===== src/rtl/tick_timer_arbiter.sv =====
// Round-robin arbiter that lends one shared tick timer to several requesters.
// The owner holds grant until its delay in ticks expires (done pulse) or it drops req.
module tick_timer_arbiter #(
    parameter int INPUT_CLOCK  = 27000000,
    parameter int OUTPUT_CLOCK = 1000,
    parameter int REQUESTERS   = 4,
    parameter int DELAY_W      = 16,
    localparam int ID_W        = $clog2(REQUESTERS)
) (
    input  logic                          clk,
    input  logic                          rst_n,
    input  logic [REQUESTERS-1:0]         req,
    input  logic [REQUESTERS*DELAY_W-1:0] delay,
    output logic [REQUESTERS-1:0]         grant,
    output logic [REQUESTERS-1:0]         done,
    output logic                          busy,
    output logic [ID_W-1:0]               active_id
);

    localparam int TICKS = INPUT_CLOCK / OUTPUT_CLOCK;
    localparam int CNT_W = $clog2(TICKS);

    typedef enum logic [1:0] {IDLE, RUN, DONE} state_t;

    state_t                  state_q, state_d;
    logic [CNT_W-1:0]        cnt_q, cnt_d;
    logic [DELAY_W-1:0]      rem_q, rem_d;
    logic [ID_W-1:0]         ptr_q, ptr_d;
    logic [ID_W-1:0]         id_q, id_d;
    logic [REQUESTERS-1:0]   grant_q, grant_d;
    logic [REQUESTERS-1:0]   done_q, done_d;
    logic                    busy_q, busy_d;

    logic                    tick;
    logic                    found;
    logic [ID_W-1:0]         sel;
    logic [ID_W-1:0]         idx;
    logic [ID_W-1:0]         next_ptr;
    logic [DELAY_W-1:0]      dly [REQUESTERS];

    for (genvar g = 0; g < REQUESTERS; g++) begin : g_dly
        assign dly[g] = delay[g*DELAY_W +: DELAY_W];
    end

    assign tick     = (cnt_q == CNT_W'(TICKS - 1));
    assign next_ptr = (id_q == ID_W'(REQUESTERS - 1)) ? '0 : id_q + 1'b1;

    // First set request at or after ptr, wrapping around.
    always_comb begin
        found = 1'b0;
        sel   = ptr_q;
        idx   = ptr_q;
        for (int i = 0; i < REQUESTERS; i++) begin
            idx = ID_W'((int'(ptr_q) + i) % REQUESTERS);
            if (!found && req[idx]) begin
                found = 1'b1;
                sel   = idx;
            end
        end
    end

    always_ff @(posedge clk or negedge rst_n) begin
        if (!rst_n) begin
            state_q <= IDLE;
            cnt_q   <= '0;
            rem_q   <= '0;
            ptr_q   <= '0;
            id_q    <= '0;
            grant_q <= '0;
            done_q  <= '0;
            busy_q  <= 1'b0;
        end else begin
            state_q <= state_d;
            cnt_q   <= cnt_d;
            rem_q   <= rem_d;
            ptr_q   <= ptr_d;
            id_q    <= id_d;
            grant_q <= grant_d;
            done_q  <= done_d;
            busy_q  <= busy_d;
        end
    end

    always_comb begin
        state_d = state_q;
        rem_d   = rem_q;
        ptr_d   = ptr_q;
        cnt_d   = tick ? '0 : cnt_q + 1'b1;
        unique case (state_q)
            IDLE: begin
                if (found) begin
                    state_d = RUN;
                    rem_d   = dly[sel];
                    cnt_d   = '0;
                end
            end
            RUN: begin
                // A dropped request wins over a simultaneously expiring delay.
                if (!req[id_q]) begin
                    state_d = IDLE;
                    ptr_d   = next_ptr;
                end else if (rem_q == '0) begin
                    state_d = DONE;
                    ptr_d   = next_ptr;
                end else if (tick) begin
                    rem_d = rem_q - 1'b1;
                    if (rem_q == DELAY_W'(1)) begin
                        state_d = DONE;
                        ptr_d   = next_ptr;
                    end
                end
            end
            DONE: begin
                state_d = IDLE;
                ptr_d   = next_ptr;
            end
            default: state_d = IDLE;
        endcase
    end

    always_comb begin
        id_d    = id_q;
        grant_d = '0;
        done_d  = '0;
        busy_d  = 1'b0;
        unique case (state_d)
            IDLE: ;
            RUN: begin
                if (state_q == IDLE) id_d = sel;
                grant_d = REQUESTERS'(1) << id_d;
                busy_d  = 1'b1;
            end
            DONE: begin
                grant_d = REQUESTERS'(1) << id_q;
                done_d  = REQUESTERS'(1) << id_q;
                busy_d  = 1'b1;
            end
            default: ;
        endcase
    end

    assign grant     = grant_q;
    assign done      = done_q;
    assign busy      = busy_q;
    assign active_id = id_q;

endmodule


===== config.mk =====
export PLATFORM = sky130hd
export DESIGN_NAME = tick_timer_arbiter
export DESIGN_NICKNAME = d
export VERILOG_FILES = /design/src/rtl/tick_timer_arbiter.sv
export SDC_FILE = /design/constraint.sdc
export NUM_CORES = 1
export LEC_CHECK = 0
export BUFFER_PORTS_ARGS = -buffer_cell sky130_fd_sc_hd__buf_2
export CORE_UTILIZATION = 27
export CTS_BUF_LIST = sky130_fd_sc_hd__clkbuf_2 sky130_fd_sc_hd__clkbuf_4 sky130_fd_sc_hd__clkbuf_8
export DETAILED_ROUTE_END_ITERATION = 10
export PLACE_DENSITY = 0.44
export REMOVE_ABC_BUFFERS = 1
export SLEW_MARGIN = 30
export SYNTH_ARGS = -nofsm -noshare
export SYNTH_HDL_FRONTEND = slang
export SYNTH_SLANG_ARGS = --single-unit

===== constraint.sdc =====
create_clock -name clk -period 4.9 [get_ports clk]
set_clock_uncertainty 0.05 [all_clocks]
set_input_delay 0.245 -clock clk [delete_from_list [all_inputs] [get_ports clk]]
set_output_delay 0.245 -clock clk [all_outputs]
set_load 0.05 [all_outputs]

## Word-level counts from Yosys, hierarchy flattened

Index checks and enable logic that the tools add are counted.

- Add/sub/neg operators: 6
- Multiply operators: 0
- Div/mod/pow operators: 0
- Order comparisons: 6
- Eq/ne operators: 13
- Shifts and indexed selects: 2
- Mux-type cells: 45
- Bitwise operators: 1
- Reduce and logical (&&, ||, !) cells: 13

Operator list:

| kind | count |
|---|---|
| 16-bit 2-to-1 mux | 6 |
| 15-bit 2-to-1 mux | 3 |
| 16-bit binary-select mux with 2-bit select | 1 |
| 16-bit case mux with 2 select lines | 1 |
| 2-bit 2-to-1 mux | 15 |
| 16-bit by 1-bit == test with 1-bit output (second input constant) | 1 |
| 16-bit zero test | 1 |
| 16-bit by 1-bit subtractor with 16-bit output (second input constant) | 1 |
| 15-bit by 1-bit adder with 15-bit output (second input constant) | 1 |
| 15-bit == test (second input constant) | 1 |
| 2-bit by 3-bit < comparator with 1-bit output (second input constant) | 5 |
| 1-bit binary-select mux with 2-bit select | 5 |
| 1-bit 2-to-1 mux | 10 |
| 2-bit != test (second input constant) | 4 |
| 4-bit != test (second input constant) | 2 |
| 2-bit case mux with 2 select lines | 2 |
| 4-bit case mux with 2 select lines | 1 |
| 1-bit by 2-bit << shifter with 4-bit output (first input constant) | 2 |
| 2-bit == test (second input constant) | 3 |
| 5-bit AND reduction | 1 |
| 2-bit by 1-bit adder with 2-bit output (second input constant) | 2 |
| 2-bit adder (second input constant) | 2 |
| 2-bit by 1-bit == test with 1-bit output (second input constant) | 2 |
| 4-bit 2-to-1 mux | 1 |
| other kinds (8) | 13 |

- Flip-flop bits (word level): 46
- Latch bits: 0
- Bits in writable memories: 0
- Bits in read-only memories: 0
- Input port bits: 70
- Word-level logic and storage cells: 94
- Memories: 0

## Logic depth before layout (Yosys ltp)

- Word-level depth: 18
- Gate-level depth with buffers: 11
- Depth with buffers taken out: 11

## Worst setup path before layout

No wires, ideal clock.

- Path kind: register to register
- Start: register id_q[0], in the netlist active_id[0]
- End: register grant_q[2], in the netlist grant[2]
- Setup time: 78 ps
- Data arrival time: 2545 ps
- Path slack: 2228 ps
- Stages on the path, launching flop included: 10
- Buffers on the path: 0
- Cells stage by stage: dfrtp_1 mux4_2 and2_1 inv_1 nand2_1 a22oi_1 inv_1 ha_1 or2_2 o2bb2ai_1

- Cells in the longest elaborated chain, start to end: 6
- Elaborated cells on any way between the ends: 11

Ends and longest elaborated chain:

| item | line | source |
|---|---|---|
| start, declared | 29 | `logic [ID_W-1:0] id_q, id_d;` |
| start signal, assigned | 77 | `id_q <= id_d;` |
| 1-bit binary-select mux with 2-bit select (*) | 99 | `if (!req[id_q]) begin` |
| 1-bit 2-to-1 mux (implied by the code) (*) | 99 |  |
| 2-bit 2-to-1 mux (*) | 99 |  |
| 2-bit case mux with 2 select lines (*) | 89 | `unique case (state_q)` |
| via state_d[1] | 25 | `state_t state_q, state_d;` |
| 2-bit == test / 2-bit by 1-bit == test with 1-bit output (equally long branches) | 126 | `unique case (state_d)` |
| 4-bit case mux with 2 select lines (*) | 126 |  |
| via grant_d[2] | 30 | `logic [REQUESTERS-1:0] grant_q, grant_d;` |
| end signal, assigned | 78 | `grant_q <= grant_d;` |
| end, declared | 30 |  |

The timed path passes the listed nets; every way through them passes the cells marked *. The select of a mux whose other input is x is not followed.
A chain may end at the register's enable or synchronous reset.

## Final worst setup path

- Start: register cnt_q[0]
- End: register grant_q[3], in the netlist grant[3]

- Cells in the longest elaborated chain, start to end: 7
- Elaborated cells on any way between the ends: 8

Ends and longest elaborated chain:

| item | line | source |
|---|---|---|
| start, declared | 26 | `logic [CNT_W-1:0] cnt_q, cnt_d;` |
| start signal, assigned | 74 | `cnt_q <= cnt_d;` |
| 15-bit == test (*) | 45 | `assign tick = (cnt_q == CNT_W'(TICKS - 1));` |
| 2-bit 2-to-1 mux (*) | 105 | `end else if (tick) begin` |
| 2-bit 2-to-1 mux (*) | 102 | `end else if (rem_q == '0) begin` |
| 2-bit 2-to-1 mux (*) | 99 |  |
| 2-bit case mux with 2 select lines (*) | 89 |  |
| 2-bit == test / 2-bit by 1-bit == test with 1-bit output (equally long branches) | 126 |  |
| 4-bit case mux with 2 select lines (*) | 126 |  |
| via grant_d[3] | 30 |  |

The timed path passes the listed nets; every way through them passes the cells marked *.

==> key figures <==
Status
  • Status: completed

Route
  • Routed len/inst: 14.2 microns
  • Post-route ant nets: 0
  • Final WL: 7.81 mm
  • DR vias: 2728
  • First-pass DRT Iterations: 4
  • Vias/cell: 4.97
  • DRT iter0 DRCs: 69
  • DRC: 0

Synth
  • Top-area cell type share of the netlist area: 37.5%
  • Syn Area/Cell: 9.34 sq um
  • Cells after Synth: 329
  • Predominant post-synthesis flop cell: dfrtp_1
  • Cell variety after synth: 48
  • Synth area leaders: dfrtp_1, mux2i_1, mux2_2
  • Post-synthesis sequential area ratio: 37.5%
  • Area leader, netlist: dfrtp_1
  • Ys Warns: 0
  • Number of flops mapped to enable cells by yosys: 0
  • Mapped cell area: 0.00307 sq mm
  • FF+latch count, synth: 46
  • Post-synth ARST share: 100%

Power
  • Power Total: 1.83 mW
  • Power Density: 488 mW/mm^2
  • Worst VDD drop: 0.000275 V
  • Pleak: 1.72 nW

Final layout
  • Leading cell type in the layout, fill and taps excluded: buf_2
  • Area delta synth->final: 22.3%
  • FF+latch area: 0.00115 sq mm
  • Inserted Diodes: 0
  • Footprint of the multi-input gates: 0.00184 sq mm
  • Fill cells: 1148
  • Share of cells above drive strength 1: 28.4%
  • Fin area: 0.00376 sq mm
  • Nets@finish: 490
  • Commonest non-fill, non-tap cells in the layout: buf_2, dfrtp_1, nor2_1
  • Final design utilization: 34.2%

Setup path
  • Crit path launch type: flip-flop
  • CP Buf/Inv Count: 0
  • Reg2Reg Setup Slack: 2030 ps
  • Critical path data arrival time: 3050 ps
  • Worst r2r path cells: 10
  • Reg-to-Reg End: grant[3]
  • CP Capture Type: flip-flop
  • Worst path required time: 5080 ps
  • CP max FO: 4
  • Crit path from: cnt_q[0]
  • Critical path's slowest cell: nor4_1
  • Crit-path max cell delay: 530 ps
  • CP delay by family, top: simple AND/OR/NAND/NOR gates
  • Worst path depth: 10
  • Worst Path Class, Setup: flip-flop to flip-flop
  • Worst R2R Start: cnt_q[0]
  • Most frequent CP cell: ha_1
  • Critical-path cell list: ha_1 -> nand4bb_1 -> nor4_1 -> a21oi_1 -> nor3b_1 -> nor2_1 -> a22oi_1 -> ha_1 -> or2_2 -> o2bb2ai_1

CTS
  • Post-CTS Setup Bufs: 0
  • H-tree depth: 2
  • CTS Buffer Depth: 2
  • Total CTS buffers: 5
  • Total clock sinks: 46
  • Skew-Pair Late Insertion Delay: 300 ps
  • Root buffer cell: clkbuf_8
  • Worst-path clk slew: 100 ps
  • CTS tree: yes

Timing
  • Final period util: 58.6%
  • Slew HR: 44.5%
  • Final setup viols: 0
  • Final Hold Viols: 0
  • Tmin final: 2870 ps
  • Max Slew Vio Count: 0
  • Peak Freq: 348 MHz
  • Tightest Pin Transition: 833 ps
  • Sum of negative setup slack: 0 ps
  • Unrepaired setup endpoints after global routing: no
  • Final hold slack: 204 ps

Hold path
  • Worst Hold End: rem_q[15]
  • Hold path startpoint: delay[47]
  • Hold Path Class: input pin to flip-flop
  • Hold Path Depth: 3

Global routing
  • Largest net degree at the start of global routing: 47
  • Overall Global Routing Usage: 13.8%
  • GR Overflow Total: 0
  • Initial antenna violation count: 0
  • First-pass GRT wire length: 12.7 mm
  • Vias in the first global route: 2654

Placed design
  • Final HPWL DP: 5.77 mm
  • Routability congestion estimate: 0.747
  • Dpl cell area: 0.00362 sq mm
  • I/O Buffers: 80

Floorplan
  • Die Wd: 109 microns
  • Core area: 0.0110 sq mm
  • # rows: 38
  • Height of the die: 109 microns
  • IO Pins: 81
  • Starting Density: 28.0%
  • Die area: 0.0118 sq mm

Flow run
  • Max-cap violations: 0
-- Yosys cell counts, types with 4 or more instances --
| master | count |
|---|---|
| o2bb2ai_1 | 4 |
| xor2_1 | 6 |
| nor4b_1 | 4 |
| clkbuf_1 | 8 |
| xnor2_1 | 4 |
| dfrtp_1 | 46 |
| nand2_1 | 27 |
| a22oi_1 | 4 |
| ha_1 | 12 |
| mux2i_1 | 23 |
| o21ai_0 | 11 |
| nor3_1 | 8 |
| o211ai_1 | 4 |
| a31oi_1 | 5 |
| nor4_1 | 6 |
| mux2_2 | 19 |
| a21oi_1 | 12 |
| o311a_1 | 4 |
| nor3b_1 | 4 |
| and2_1 | 7 |
| or3_1 | 6 |
| nand3_1 | 12 |
| inv_1 | 14 |
| nor2_1 | 35 |
| nand2b_1 | 7 |
-- cell families after synthesis --
group | count (synthesis) | synth area share [%]
buf+inv | 24 | 2.97
xor+xnor | 10 | 2.85
simple gates | 131 | 22.0
fa+ha+maj | 12 | 4.89
flops | 46 | 37.5
mux | 43 | 15.2
compound gates | 63 | 14.7
-- worst reg2reg max path, cell delays in order, from the launching register on --
cell and delay (ps):
dfrtp_1 400, ha_1 230, nand4bb_1 110, nor4_1 530, a21oi_1 150, nor3b_1 370
nor2_1 100, a22oi_1 160, ha_1 260, or2_2 310, o2bb2ai_1 140
-- where the power goes --
group	leakage, nW	switching [mW]	internal [mW]	total [mW]
Combinational	1.10	0.543	0.394	0.938
Sequential	0.577	0.121	0.482	0.603
Clock	0.0504	0.140	0.152	0.292
Total	1.72	0.804	1.03	1.83
-- area by class of cell --
cell class / instances / share of cell area, %
flip-flops and latches: 46 / 30.6
clock buffers: 5 / 1.83
inverters: 14 / 1.40
repair buffers: 82 / 11.2
well taps: 140 / 4.66
clock inverters: 3 / 1.20
multi-input cells: 259 / 49.1
-- routing by layer --
metal | vias up | wire, microns | track usage [%]
met3 | 5 | 192 | 1.79
met1 | 1315 | 3740 | 18.6
met5 | - | 0 | 0
li1 | 1366 | - | -
met4 | 0 | 68 | 3.19
met2 | 42 | 3810 | 23.3
-- repair_timing --
item / CTS / global route
hold buffers: 1 / 0
hold endpoints to repair: 46 / 0
gates resized for setup: 0 / 0
-- worst max path at each step --
stage | slack [ps] | endpoint
after detailed placement | 2010 | grant[3]
after global routing | 1530 | grant[3]
after CTS | 1980 | grant[3]
final | 2030 | grant[3]
after floorplan | 2110 | rem_q[5]
after global placement | 2110 | rem_q[5]
-- through the flow --
stage | worst slack, ps | std cells
CTS | 1980 | 549
detailed placement | 2010 | 540
floorplan | 2110 | 319
finish | 2030 | 549
global placement | 2110 | 540
global route | 1530 | 549
-- registers in the layout, indices dropped and copies added (netlist names) --
register and count:
cnt_q 15, ptr_q 2, busy 1, state_q 2, rem_q 16, grant 4
done 4, active_id 2
Note: power is estimated with default switching activity, not from simulation.
